`config.mk`:
```
export PLATFORM = sky130hd
export DESIGN_NAME = wb_arbiter
export DESIGN_NICKNAME = d
export VERILOG_FILES = /design/src/rtl/cpu_pkg.sv /design/src/rtl/wb_fifo.sv /design/src/rtl/wb_arbiter.sv
export SDC_FILE = /design/constraint.sdc
export NUM_CORES = 1
export LEC_CHECK = 0
export CAP_MARGIN = 20
export CORE_UTILIZATION = 45
export DETAILED_ROUTE_END_ITERATION = 10
export PLACE_DENSITY = 0.67
export SLEW_MARGIN = 15
export SYNTH_ARGS = -nofsm -noshare
export SYNTH_HDL_FRONTEND = slang
export SYNTH_SLANG_ARGS = --single-unit
```
`constraint.sdc`:
```
create_clock -name clk -period 4.2 [get_ports clk]
set_input_delay 0.63 -clock clk [delete_from_list [all_inputs] [get_ports clk]]
set_output_delay 0.63 -clock clk [all_outputs]
set_load 0.005 [all_outputs]
```
`src/rtl/cpu_pkg.sv`:
```
// Core-wide widths and the write-back entry layout shared by the register file and its write-back path.
// Pure declarations: no latency, no flow control.
package cpu_pkg;
  localparam int XLEN       = 32;
  localparam int REG_ADDR_W = 5;
  localparam int NUM_REGS   = 32;

  typedef logic [REG_ADDR_W-1:0] reg_addr_t;

  typedef struct packed {
    reg_addr_t       rd;
    logic [XLEN-1:0] wd;
  } wb_entry_t;
endpackage

```
`src/rtl/wb_fifo.sv`:
```
// Synchronous FIFO with a combinational head; push is ignored when full, pop when empty.
// Write-to-read latency 1 cycle; the caller owns backpressure through full/empty.
module wb_fifo
  import cpu_pkg::*;
#(
  parameter int DEPTH = 4,
  parameter int WIDTH = REG_ADDR_W + XLEN
) (
  input  logic             clk,
  input  logic             reset,
  input  logic             push,
  input  logic             pop,
  input  logic [WIDTH-1:0] din,
  output logic [WIDTH-1:0] dout,
  output logic             full,
  output logic             empty
);
  localparam int AW = $clog2(DEPTH);

  logic [AW:0]      wptr;
  logic [AW:0]      rptr;
  logic [WIDTH-1:0] mem [DEPTH];

  // The extra MSB tells a full ring (wrap bits differ) from an empty one.
  assign empty = (wptr == rptr);
  assign full  = (wptr[AW] != rptr[AW]) && (wptr[AW-1:0] == rptr[AW-1:0]);
  assign dout  = mem[rptr[AW-1:0]];

  always_ff @(posedge clk) begin
    if (push && !full) mem[wptr[AW-1:0]] <= din;
  end

  always_ff @(posedge clk) begin
    if (reset) begin
      wptr <= '0;
      rptr <= '0;
    end else begin
      if (push && !full) wptr <= wptr + 1'b1;
      if (pop && !empty) rptr <= rptr + 1'b1;
    end
  end
endmodule

```
`src/rtl/wb_arbiter.sv`:
```
// Merges pipeline and buffered accelerator results onto the single rf write port; pipe wins, 1-cycle pipe / >=2-cycle acc latency.
// Accelerator is back-pressured by acc_ready when the buffer is full; long denial raises stall_req.
module wb_arbiter
  import cpu_pkg::*;
#(
  parameter int FIFO_DEPTH   = 4,
  parameter int STARVE_LIMIT = 8
) (
  input  logic                  clk,
  input  logic                  reset,
  input  logic                  pipe_we,
  input  logic [REG_ADDR_W-1:0] pipe_rd,
  input  logic [XLEN-1:0]       pipe_wd,
  input  logic                  acc_valid,
  output logic                  acc_ready,
  input  logic [REG_ADDR_W-1:0] acc_rd,
  input  logic [XLEN-1:0]       acc_wd,
  input  logic                  acc_issue,
  input  logic [REG_ADDR_W-1:0] acc_issue_rd,
  output logic                  rf_we,
  output logic [REG_ADDR_W-1:0] rf_rd,
  output logic [XLEN-1:0]       rf_wd,
  output logic [NUM_REGS-1:0]   pend_mask,
  output logic                  stall_req
);
  localparam int CW = $clog2(STARVE_LIMIT + 1);
  localparam logic [CW-1:0] LIMIT = CW'(STARVE_LIMIT);

  logic          active;
  logic          push;
  logic          pop;
  logic          full;
  logic          empty;
  wb_entry_t     acc_in;
  wb_entry_t     head;
  logic [CW-1:0] starve_cnt;
  logic [NUM_REGS-1:0] pend_next;

  assign active    = pipe_we && (pipe_rd != '0);
  assign acc_ready = !full && !reset;
  assign push      = acc_valid && acc_ready;
  assign pop       = !empty && !active && !reset;
  assign acc_in    = '{rd: acc_rd, wd: acc_wd};

  wb_fifo #(
    .DEPTH(FIFO_DEPTH),
    .WIDTH(REG_ADDR_W + XLEN)
  ) u_fifo (
    .clk  (clk),
    .reset(reset),
    .push (push),
    .pop  (pop),
    .din  (acc_in),
    .dout (head),
    .full (full),
    .empty(empty)
  );

  // Set beats clear so a re-issue racing the older result's retirement stays pending.
  always_comb begin
    pend_next = pend_mask;
    if (pop && head.rd != '0) pend_next[head.rd] = 1'b0;
    if (acc_issue && acc_issue_rd != '0) pend_next[acc_issue_rd] = 1'b1;
    pend_next[0] = 1'b0;
  end

  always_ff @(posedge clk) begin
    if (reset) begin
      rf_we      <= 1'b0;
      rf_rd      <= '0;
      rf_wd      <= '0;
      pend_mask  <= '0;
      stall_req  <= 1'b0;
      starve_cnt <= '0;
    end else begin
      rf_we <= 1'b0;
      if (active) begin
        rf_we <= 1'b1;
        rf_rd <= pipe_rd;
        rf_wd <= pipe_wd;
      end else if (pop) begin
        rf_we <= (head.rd != '0);
        rf_rd <= head.rd;
        rf_wd <= head.wd;
      end

      // Non-empty without a pop implies the pipe took the slot.
      if (pop || empty)           starve_cnt <= '0;
      else if (starve_cnt != LIMIT) starve_cnt <= starve_cnt + 1'b1;

      if (pop)                      stall_req <= 1'b0;
      else if (starve_cnt == LIMIT) stall_req <= 1'b1;

      pend_mask <= pend_next;
    end
  end
endmodule

```
==> flow_metrics.tcl <==
set metrics [dict create \
    run_status "finished, final reports clean" \
    post-cts-setup-buffer-count 0 \
    p_leak_nw 3.89 \
    seq_power_share_pct 48.0 \
    drtIter0Drc 339 \
    regArea_mm2 0.00609 \
    fp.dieW_um 145 \
    cts_buffer_depth 3 \
    vias 5890 \
    max_freq_mhz 365 \
    path_cells "clkdlybuf4s50_1 -> inv_1 -> a311oi_1 -> and2_2 -> buf_4" \
    cp-end-kind "flop" \
    antenna_found_initial 0 \
    setup_viol 0 \
    avgSynthCellArea_um2 14.4 \
    synthTopCellsByArea "edfxtp_1, dfxtp_1, mux4_2, nor2_1, mux2i_1" \
    syn_inst 637 \
    antenna_cells 0 \
    fp.coreArea_mm2 0.0197 \
    hpwl_um 13800 \
    clkTransAtPathRegs_ns 0.06 \
    route.detailed.drc 0 \
    p_int_w 0.00409 \
    ir_drop_mv 0.301 \
    htreeDepth 1 \
    cts_tree "built" \
    powerDensity_mw_per_mm2 462 \
    cts_hold_buf 0 \
    drtAntennaViolNets 0 \
    cts_root_buf "clkbuf_16" \
    synth_seq_area_share_pct 66.5 \
    clkPwrFrac_pct 36.7 \
    initial_core_util_pct 46.4 \
    cap_violations 0 \
    rsz0062_at_grt "false" \
    drt-total-wl_um 20500 \
    combinationalPowerShare_pct 15.3 \
    routedWlPerCell_um 19.1 \
    multi_input_area_mm2 0.00287 \
    crit_path_top_delay_cell "a311oi_1" \
    rows 51 \
    worst_pin_slew_ns 0.954 \
    die_area_mm2 0.0209 \
    grt_pass1_vias 6042 \
    skew_ns 0.00948 \
    synth_top_cell_area_share_pct 48.5 \
    drive_gt1_share_pct 12.4 \
    synth_common_cells "edfxtp_1, nor2_1, dfxtp_1" \
    sw_frac_of_total_pct 24.2 \
    critical_path_class "in -> reg" \
    io_pins 156 \
    startpoint_type "input pin" \
    worstPathArrival_ns 2.91 \
    dominantRegCellSynth "edfxtp_1" \
    synth_edf_count 148 \
    die_h_um 145 \
    grt_overflow 0 \
    synthDominantAreaCellType "edfxtp_1" \
    yosysMostFrequentCell "edfxtp_1" \
    vias_per_cell 5.50 \
    netSwitchingPower_w 0.00131 \
    required_ns 4.38 \
    ys_async_sr_fraction_pct 0 \
    drv_slew 0 \
    ys_seq_elements 230 \
    fillers 1509 \
    cpPeakStageDelay_ns 0.69 \
    hp-class "reg -> reg" \
    fin_setup_tns_ns 0 \
    finalHoldViolCount 0 \
    synth_cell_types 43 \
    layout_setup_ws_ns 1.46 \
    pre_cts_ws_ns 0.950 \
    synth.cell_area_mm2 0.00916 \
    ys_warn_count 0 \
    grt_max_degree 65 \
    cts_buffers 24 \
    drtPass1Iterations 5 \
    path_max_fanout 22 \
    max_slew_margin_pct 36.4 \
    period_share_pct 65.2 \
    cts.sinks 230 \
    clk_latency_ns 0.52 \
    port_buffers 154 \
    grt_pass1_wl_um 32000 \
    syn_nets 728 \
    cts.repair.resized 0 \
    period_needed_ns 2.74 \
    area_growth_pct 27.7 \
    nets 879 \
    track_usage_pct 20.2 \
    gp_congestion 0.857 \
]
metal layers:
metal / track usage [%] / up-vias / share of wire (%)
li1: - / 2735 / -
met1: 25.3 / 2893 / 42
met2: 35.3 / 223 / 50
met3: 4.04 / 39 / 6.2
met4: 6.15 / 0 / 2.2
met5: 0 / - / 0
cell usage in the layout (no fill, tap or decap), types with 5 or more instances in the layout:
cell               n
nand2_1           12
clkbuf_16         24
mux4_2            37
nand3_1            5
a31oi_1           13
nor2b_1           12
nor2_1           108
buf_4             11
edfxtp_1         148
a211oi_1          36
mux2i_1           34
inv_1              8
xnor2_1            6
ha_1               7
dfxtp_1           80
o21ai_0           19
clkbuf_1           9
nand3b_1           5
clkbuf_8           5
a311oi_1          18
clkdlybuf4s50_1  153
a21oi_1            8
final cells by class:
type | count | share of cell area [%]
Tap cell | 265 | 2.84
Inverter | 8 | 0.257
Sequential cell | 230 | 52.1
Clock inverter | 6 | 0.385
Timing Repair Buffer | 165 | 13.8
Clock buffer | 38 | 6.02
Multi-Input combinational cell | 359 | 24.6
power groups by stage:
stage	sequential, W	clock, W	combinational, W
after detailed placement	0.00264	0	0.000827
after floorplan	0.00260	0	0.000536
final	0.00259	0.00198	0.000829
after global routing	0.00261	0.00209	0.000895
after global placement	0.00264	0	0.000808
after CTS	0.00260	0.00202	0.000835
path summary, 6_finish.rpt:
| check | slack [ns] | depth (start not counted) | end | from |
|---|---|---|---|---|
| max | 1.46 | 5 | u_fifo.mem[0][19] | acc_valid |
| min | 0.50 | 2 | rf_rd[1] | rf_rd[1] |
| max reg2reg | 1.49 | 4 | u_fifo.mem[0][19] | u_fifo.wptr[0] |
| min reg2reg | 0.50 | 2 | rf_rd[1] | rf_rd[1] |
per-stage QoR:
stage	area (um2)	utilization, %	std cells	hold WS [ns]	power [W]
floorplan	9160	-	637	0.471	0.00313
global placement	10900	55.5	1027	0.483	0.00344
detailed placement	10900	55.5	1027	0.491	0.00347
CTS	11700	59.3	1071	0.503	0.00545
global route	11700	59.3	1071	0.514	0.00560
finish	11700	59.3	1071	0.500	0.00540
state kept, by name, summed over array words and instances (netlist names), named ones only:
name / flops
u_fifo.mem: 148
rf_wd: 32
pend_mask: 31
rf_rd: 5
starve_cnt: 4
u_fifo.rptr: 3
u_fifo.wptr: 3
rf_we: 1
stall_req: 1
logic make-up (layout without fill, tap and decap cells):
kind of cell | count (synthesis) | after routing | share of synthesized area (%)
adders and majority gates | 7 | 7 | 0.957
xor gates and xnor gates | 8 | 8 | 0.765
muxes | 71 | 71 | 12.8
buffers and inverters | 48 | 217 | 2.34
other | 1 | 1 | 0.0410
AOI/OAI and AO/OA | 101 | 101 | 7.67
and+or+nand+nor | 171 | 171 | 8.94
DFF | 230 | 230 | 66.5
worst max-delay path: cells and delay by family:
family / cells / cell delay, ns
AO/OA/AOI/OAI: 1 / 0.69
AND/OR/NAND/NOR: 1 / 0.56
buffers and inverters: 3 / 1.02
No activity file was read; power rests on OpenSTA's default activity.
